===== src/rtl/b_fetch_unit.sv =====
// Instruction fetch engine: credit-limited sequential reads into a fixed-latency memory, buffered in a
// small FIFO toward decode; redirect flushes and restarts. Optional FETCH_CNT_EN adds an accepted-fetch counter.
module b_fetch_unit #(
    parameter int unsigned      WIDTH    = 32,
    parameter int unsigned      DEPTH    = 4,
    parameter int unsigned      MEM_LAT  = 1,
    parameter logic [WIDTH-1:0] RESET_PC = '0
) (
    input  logic             clk_i,
    input  logic             Rnot_i,
    input  logic             en_i,
    input  logic             redirect_i,
    input  logic [WIDTH-1:0] redirect_pc_i,
    output logic             mem_req_o,
    output logic [WIDTH-1:0] mem_addr_o,
    input  logic [WIDTH-1:0] mem_rdata_i,
    output logic             inst_valid_o,
    input  logic             inst_ready_i,
    output logic [WIDTH-1:0] inst_o,
`ifdef FETCH_CNT_EN
    output logic [31:0]      fetch_count_o,
`endif
    output logic [WIDTH-1:0] inst_pc_o
);

    localparam int unsigned AW = (DEPTH > 1) ? $clog2(DEPTH) : 1;

    typedef enum logic {FETCH, DRAIN} state_e;

    state_e                        state_q, state_d;
    logic [WIDTH-1:0]              pc_q, pc_d;
    logic [DEPTH-1:0][WIDTH-1:0]   fdat_q, fdat_d, fpc_q, fpc_d;
    logic [AW-1:0]                 rd_q, rd_d, wr_q, wr_d;
    logic [AW:0]                   cnt_q, cnt_d;
    logic [MEM_LAT-1:0]            vld_pipe_q, vld_pipe_d, keep_q, keep_d;
    logic [MEM_LAT-1:0][WIDTH-1:0] ppc_q, ppc_d;
    logic [31:0]                   inflight;
    logic                          issue, resp, pop;

    always_comb begin
        inflight = '0;
        for (int i = 0; i < MEM_LAT; i++) inflight = inflight + 32'(vld_pipe_q[i]);
    end

    // Credit counts queued plus in-flight words so every returning word is guaranteed a FIFO slot.
    assign issue = Rnot_i && (state_q == FETCH) && en_i && !redirect_i &&
                   ((32'(cnt_q) + inflight) < 32'(DEPTH));
    assign resp  = vld_pipe_q[MEM_LAT-1] & keep_q[MEM_LAT-1] & ~redirect_i;

    assign mem_req_o    = issue;
    assign mem_addr_o   = pc_q;
    assign inst_valid_o = (cnt_q != '0) & ~redirect_i;
    assign pop          = inst_valid_o & inst_ready_i;
    assign inst_o       = fdat_q[rd_q];
    assign inst_pc_o    = fpc_q[rd_q];

    // Entries in flight across a redirect keep their valid bit (so DRAIN can count them) but lose keep.
    always_comb begin
        vld_pipe_d    = '0;
        keep_d        = '0;
        ppc_d         = '0;
        vld_pipe_d[0] = issue;
        keep_d[0]     = 1'b1;
        ppc_d[0]      = pc_q;
        for (int i = 1; i < MEM_LAT; i++) begin
            vld_pipe_d[i] = vld_pipe_q[i-1];
            keep_d[i]     = keep_q[i-1] & ~redirect_i;
            ppc_d[i]      = ppc_q[i-1];
        end
    end

    always_comb begin
        fdat_d = fdat_q;
        fpc_d  = fpc_q;
        rd_d   = rd_q;
        wr_d   = wr_q;
        cnt_d  = cnt_q;
        if (redirect_i) begin
            rd_d  = '0;
            wr_d  = '0;
            cnt_d = '0;
        end else begin
            if (resp) begin
                fdat_d[wr_q] = mem_rdata_i;
                fpc_d[wr_q]  = ppc_q[MEM_LAT-1];
                wr_d         = wr_q + AW'(1);
            end
            if (pop) rd_d = rd_q + AW'(1);
            cnt_d = cnt_q + {{AW{1'b0}}, resp} - {{AW{1'b0}}, pop};
        end
    end

    always_comb begin
        state_d = state_q;
        pc_d    = pc_q;
        case (state_q)
            FETCH: begin
                if (redirect_i) begin
                    pc_d = redirect_pc_i & {{(WIDTH-2){1'b1}}, 2'b00};
                    if (|vld_pipe_d) state_d = DRAIN;
                end else if (issue) begin
                    pc_d = pc_q + WIDTH'(4);
                end
            end
            DRAIN: begin
                if (redirect_i) pc_d = redirect_pc_i & {{(WIDTH-2){1'b1}}, 2'b00};
                else if (inflight == '0) state_d = FETCH;
            end
            default: state_d = FETCH;
        endcase
    end

    always_ff @(posedge clk_i or negedge Rnot_i) begin
        if (!Rnot_i) begin
            state_q    <= FETCH;
            pc_q       <= RESET_PC;
            fdat_q     <= '0;
            fpc_q      <= '0;
            rd_q       <= '0;
            wr_q       <= '0;
            cnt_q      <= '0;
            vld_pipe_q <= '0;
            keep_q     <= '0;
            ppc_q      <= '0;
        end else begin
            state_q    <= state_d;
            pc_q       <= pc_d;
            fdat_q     <= fdat_d;
            fpc_q      <= fpc_d;
            rd_q       <= rd_d;
            wr_q       <= wr_d;
            cnt_q      <= cnt_d;
            vld_pipe_q <= vld_pipe_d;
            keep_q     <= keep_d;
            ppc_q      <= ppc_d;
        end
    end

`ifdef FETCH_CNT_EN
    logic [31:0] fcnt_q;
    always_ff @(posedge clk_i or negedge Rnot_i) begin
        if (!Rnot_i) fcnt_q <= '0;
        else         fcnt_q <= fcnt_q + 32'(pop);
    end
    assign fetch_count_o = fcnt_q;
`else
    // Counter omitted in this build.
`endif

endmodule


===== config.mk =====
export PLATFORM = sky130hd
export DESIGN_NAME = b_fetch_unit
export DESIGN_NICKNAME = d
export VERILOG_FILES = /design/src/rtl/b_fetch_unit.sv
export SDC_FILE = /design/constraint.sdc
export NUM_CORES = 1
export LEC_CHECK = 0
export CAP_MARGIN = 10
export CORE_ASPECT_RATIO = 1.5
export CORE_UTILIZATION = 45
export CTS_CLUSTER_DIAMETER = 40
export DETAILED_ROUTE_END_ITERATION = 6
export GPL_TIMING_DRIVEN = 0
export MAX_ROUTING_LAYER = met4
export PLACE_DENSITY = 0.76
export SETUP_SLACK_MARGIN = 0.02
export SYNTH_ARGS = -nofsm -noshare
export SYNTH_HDL_FRONTEND = slang
export SYNTH_SLANG_ARGS = --single-unit

===== constraint.sdc =====
create_clock -name clk_i -period 2.12 [get_ports clk_i]
set_input_delay 0.318 -clock clk_i [delete_from_list [all_inputs] [get_ports clk_i]]
set_output_delay 0.318 -clock clk_i [all_outputs]
set_load 0.05 [all_outputs]

* Word level (Yosys, flattened, before mapping)
Index checks and enable logic that the tools add are counted.
** Storage, ports and cells
- Flip-flop bits (word level) :: 330
- Bits of input ports :: 69
- Output and inout port bits :: 98
- Word-level logic and storage cells :: 68
** Operators by class
- Add/subtract/negate cells :: 6
- $lt $le $gt $ge :: 4
- Equal/unequal tests :: 2
- Mux-type cells :: 22
- Bitwise gates (word level) :: 6
- Reductions and logical operators :: 12
** Operators with widths (number)
- 128-bit bitwise mux :: 2
- 32-bit 2-to-1 mux :: 6
- 32-bit binary-select mux with 2-bit select :: 2
- 32-bit demux with 2-bit select :: 1
- 32-bit one-hot mux with 2 select lines :: 1
- 32-bit by 3-bit adder with 32-bit output, second input constant :: 1
- 32-bit zero test :: 1
- 2-bit 2-to-1 mux :: 4
- 2-bit by 3-bit < comparator with 1-bit output, second input constant :: 2
- 1-bit logical AND :: 5
- 2-bit by 1-bit adder with 2-bit output, second input constant :: 2
- 3-bit by 1-bit adder with 4-bit output :: 1
- 1-bit bitwise AND :: 4
- 4-bit by 3-bit < comparator with 1-bit output, second input constant :: 1
- 1-bit 2-to-1 mux :: 4
- 2-bit AND reduction :: 2
- 2-bit nonzero test :: 2
- 3-bit by 1-bit adder with 3-bit output :: 1
- 3-bit 2-to-1 mux :: 1
- 3-bit != test, second input constant :: 1
- 3-bit nonzero test :: 1
- 3-bit by 1-bit subtractor with 3-bit output :: 1
- 2-bit by 1-bit greater-or-equal comparator with 1-bit output, second input constant :: 1
- 2-bit != test, second input constant :: 1
- 3 further kinds :: 4

* Longest topological paths before layout
- Depth after elaboration :: 8
- Gate-level depth with buffers :: 10
- Depth with buffers taken out :: 10

* Worst setup path before layout
Ideal clock, no wire load.
- Path kind :: register -> register
- Start point :: register pc_q[2], in the netlist mem_addr_o[2]
- End point :: register pc_q[26], in the netlist mem_addr_o[26]
- Library setup time :: 82 ps
- Arrival time :: 2503 ps
- Required time :: 2038 ps
- Slack :: -465 ps
- Stages on the path, launching flop included :: 8
- Buffers on the path :: 1
- Period minus slack after synthesis :: 2585 ps
- Cell sequence :: dfrtp_1 > ha_1 > nand3_1 > nor4_4 > or4b_1 > buf_2 > or3_1 > a31oi_1
** Between the ends
- Word-level cells in the longest chain between the ends :: 4
** Ends and longest elaborated chain
- from (decl) :: RTL line 31 : logic [WIDTH-1:0] pc_q, pc_d;
- from (signal assigned) :: RTL line 127 : pc_q <= pc_d;
- 32-bit by 3-bit adder with 32-bit output :: RTL line 102 : pc_d = pc_q + WIDTH'(4);
- 32-bit 2-to-1 mux :: RTL line 101 : end else if (issue) begin
- 32-bit 2-to-1 mux :: RTL line 98 : if (redirect_i) begin
- 32-bit one-hot mux with 2 select lines :: RTL line 96 : case (state_q)
Every way passes these cells. The select of a mux whose other input is x is not followed.
A chain may end at the register's enable or synchronous reset.

* Worst setup path after layout
- Start point :: register rd_q[0]
- End point :: output inst_o[24]
** Between the ends
- Word-level cells in the longest chain between the ends :: 2
** Ends and longest elaborated chain
- from (decl) :: RTL line 33 : logic [AW-1:0] rd_q, rd_d, wr_q, wr_d;
- from (signal assigned) :: RTL line 130 : rd_q <= rd_d;
- 32-bit binary-select mux with 2-bit select :: RTL line 54 : assign inst_o = fdat_q[rd_q];
- 32-bit 2-to-1 mux (implied by the code) :: RTL line 54
- to (decl) :: RTL line 19 : output logic [WIDTH-1:0] inst_o,
Every way passes these cells. The select of a mux whose other input is x is not followed.

==> impl_metrics.tcl <==
set metrics [dict create \
    dpl.hpwl_um 21510 \
    place_area_sq_mm 0.01611 \
    drive_above_1_share 0.4908 \
    grt_max_degree 92 \
    cts_made_buffers 34 \
    num_vias 8942 \
    ys_dominant_reg_cell "dfrtp_1" \
    pre_cts_slack_ns -1.786 \
    fin_skew_ns 0.02567 \
    max_stage_delay_ns 0.54 \
    worstHoldStart "redirect_pc_i[14]" \
    core_sq_mm 0.03025 \
    p_int_w 0.01397 \
    root_buffer "clkbuf_16" \
    crit_start "rd_q[0]" \
    drc 0 \
    cts_max_level 2 \
    path_common_cell "buf_12" \
    grt_pass1_vias 9624 \
    synth.distinct_cells 57 \
    crit_slowest_cell "mux4_2" \
    io_buffer_count 159 \
    cts_tree "built" \
    antenna_found_initial 0 \
    wirelength_um 33630 \
    grt_use_total 0.2249 \
    status "finished, violations left" \
    p_switching_w 0.007210 \
    grt_pass1_wl_um 53460 \
    avgSynthCellArea_sq_um 14.93 \
    hold_ws_ns 0.3405 \
    final_max_slew_viol_count 0 \
    insertion_delay_ns 0.53 \
    ys_ff_latch 318 \
    swShare 0.3405 \
    critPathLaunchType "flop" \
    boundaryPins 167 \
    setup_viol 72 \
    critPathCaptureType "primary output" \
    yosysSeqAreaShare 0.5743 \
    crit_chain "buf_12, buf_12, mux4_2, buf_6" \
    fin_crit_sh 1.129 \
    r2r-end "mem_addr_o[30]" \
    vias_per_cell 5.617 \
    fp.dieH_um 216.9 \
    clock-sinks 318 \
    hold-path-endpoint "mem_addr_o[14]" \
    synth-async-reset-ratio 1.000 \
    syn_area_sq_mm 0.01386 \
    rsz0062_at_grt "true" \
    power_density_mw_per_mm2 1151 \
    layout_commonest_cell "dfrtp_1" \
    r2r_cells 7 \
    clockBufferDepth 3 \
    rrSetupSlack_ns -0.14 \
    wl_per_cell_um 21.13 \
    relSlewSlack 0.5873 \
    critical_path_class "flop to primary output" \
    fmax_ghz 0.4179 \
    diodes 0 \
    num-fill-cells 2269 \
    holdPathStages 3 \
    period_needed_ns 2.393 \
    layout_setup_ws_ns -0.2732 \
    start_util 0.4580 \
    yosysWarnings 0 \
    row_count 78 \
    final_cell_mix "297 x dfrtp_1, 248 x mux2_2, 65 x buf_6" \
    area_growth_pct 32.72 \
    overflow 0 \
    ant_nets 0 \
    worst_pin_slew_ns 0.6190 \
    maxCapViolations 0 \
    power.leakage_nw 8.503 \
    gp_congestion 0.9069 \
    firstDrtPassIters 5 \
    hold_violations 0 \
    p_seq_frac 0.347 \
    cp.arrival_ns 2.08 \
    worst-path-max-fanout 10 \
    violations "setup timing" \
    hold_class "primary input to flop" \
    synth_edf_count 0 \
    fp.dieArea_sq_mm 0.03151 \
    timing.rr.start "cnt_q[2]" \
    nets 1244 \
    final_cell_area_sq_mm 0.01839 \
    drt_iter0_drc 427 \
    ir_worst_vdd_uv 668.2 \
    cp.required_ns 1.80 \
    netlist_instances 928 \
    die_w_um 145.3 \
    path_clk_slew_ns 0.07 \
    power_frac_clock 0.304 \
    pwr-share-comb 0.349 \
]
==> power groups by stage <==
| stage | registers (W) | clock network, W | logic (W) |
|---|---|---|---|
| after detailed placement | 0.00743 | 0 | 0.00640 |
| after CTS | 0.00733 | 0.00659 | 0.00719 |
| after floorplan | 0.00747 | 0 | 0.00418 |
| after global placement | 0.00740 | 0 | 0.00633 |
| final | 0.00735 | 0.00643 | 0.00740 |
| after global routing | 0.00744 | 0.00681 | 0.00770 |
==> per-stage QoR <==
| stage | utilization | instances | TNS [ns] | power, W |
|---|---|---|---|---|
| 2_1_floorplan | - | 931 | -0.6402 | 0.01165 |
| 6_report | 0.6079 | 1592 | -13.68 | 0.02118 |
| 4_1_cts | 0.5976 | 1578 | -15.20 | 0.02111 |
| 5_1_grt | 0.6079 | 1592 | -16.72 | 0.02195 |
| 3_5_place_dp | 0.5325 | 1492 | -155.49 | 0.01383 |
| 3_3_place_gp | 0.5305 | 1490 | -4585.14 | 0.01373 |
==> kinds of logic (layout without fill, tap and decap cells) <==
logic type | after synthesis | in the layout | share of synthesized area
XOR/XNOR | 8 | 8 | 0.005056
other | 2 | 5 | 0.0005420
AO/OA/AOI/OAI | 63 | 63 | 0.03278
adder cells (fa/ha/maj) | 9 | 9 | 0.008669
buffers and inverters | 68 | 329 | 0.01977
multiplexers | 314 | 314 | 0.3052
flip-flops | 318 | 318 | 0.5743
AND/OR/NAND/NOR | 146 | 146 | 0.05373
==> flip-flops by register name, indices dropped and copies added, names as in the netlist <==
| signal | count |
|---|---|
| vld_pipe_q | 1 |
| state_q | 1 |
| cnt_q | 3 |
| fpc_q | 120 |
| mem_addr_o | 30 |
| wr_q | 2 |
| rd_q | 2 |
| fdat_q | 128 |
| ppc_q | 30 |
| keep_q | 1 |
==> critical path: cells and delay by family, from the launching register on <==
| kind | cells | cell delay [ns] |
|---|---|---|
| DFF | 1 | 0.44 |
| buffers and inverters | 3 | 0.55 |
| muxes | 1 | 0.54 |
==> how the worst max path moves through the flow <==
| stage | end |
|---|---|
| after floorplan | mem_addr_o[30] |
| after global placement | mem_addr_o[15] |
| after detailed placement | mem_req_o |
| after CTS | inst_pc_o[15] |
| after global routing | inst_o[24] |
| final | inst_o[24] |
==> cells in the mapped netlist, types with 2 or more instances <==
master,count,area share
buf_2,3,0.0011
xor2_1,4,0.0025
a21oi_1,11,0.0040
o2bb2ai_1,2,0.0013
conb_1,2,0.00054
a221o_1,2,0.0014
o31ai_1,2,0.0011
nand3_1,12,0.0043
or2_2,2,0.00090
buf_4,4,0.0022
clkbuf_1,41,0.011
mux2_2,248,0.20
and4_1,3,0.0019
and2_1,3,0.0014
a31o_2,2,0.0013
inv_1,13,0.0035
a221oi_1,2,0.0013
ha_1,8,0.0072
a31oi_1,6,0.0027
a2111oi_0,3,0.0019
nor4_1,6,0.0027
nand2_1,42,0.011
nor3b_1,3,0.0016
nor2_1,35,0.0095
nand4_1,7,0.0032
nor3_1,12,0.0043
o21ai_0,15,0.0054
dfrtp_1,318,0.57
a311oi_1,3,0.0019
mux4_2,62,0.10
or3_1,3,0.0014
xnor2_1,4,0.0025
mux2i_1,4,0.0029
o22a_1,3,0.0019
buf_1,7,0.0019
and3_1,7,0.0032
o41ai_1,4,0.0025
==> routing by layer <==
metal / up-vias / share of wire / global-route usage
met3: 91 / 0.040 / 0.02851
met5: - / 0 / -
met1: 4618 / 0.39 / 0.2630
li1: 3930 / - / -
met4: 0 / 0.040 / 0.09825
met2: 303 / 0.53 / 0.3899
==> cell type report <==
type | count | area (sq um) | area share
clock inverters | 17 | 231.5 | 0.01259
multi-input cells | 545 | 5908 | 0.3212
repair buffers | 201 | 2301 | 0.1251
flip-flops and latches | 318 | 7984 | 0.4341
plain buffers | 53 | 409.1 | 0.02225
inverters | 13 | 51.30 | 0.002789
well taps | 400 | 500.5 | 0.02721
clock buffers | 45 | 1006 | 0.05470
==> repair_timing <==
action | in CTS | in global routing
pin swaps | 11 | 15
gates cloned | 4 | 3
endpoints found under the setup margin | 363 | 287
buffers inserted | 13 | 13
hold buffers | 8 | 0
hold endpoints to repair | 108 | 0
resized for setup | 575 | 58
No activity file was read; power rests on OpenSTA's default activity.
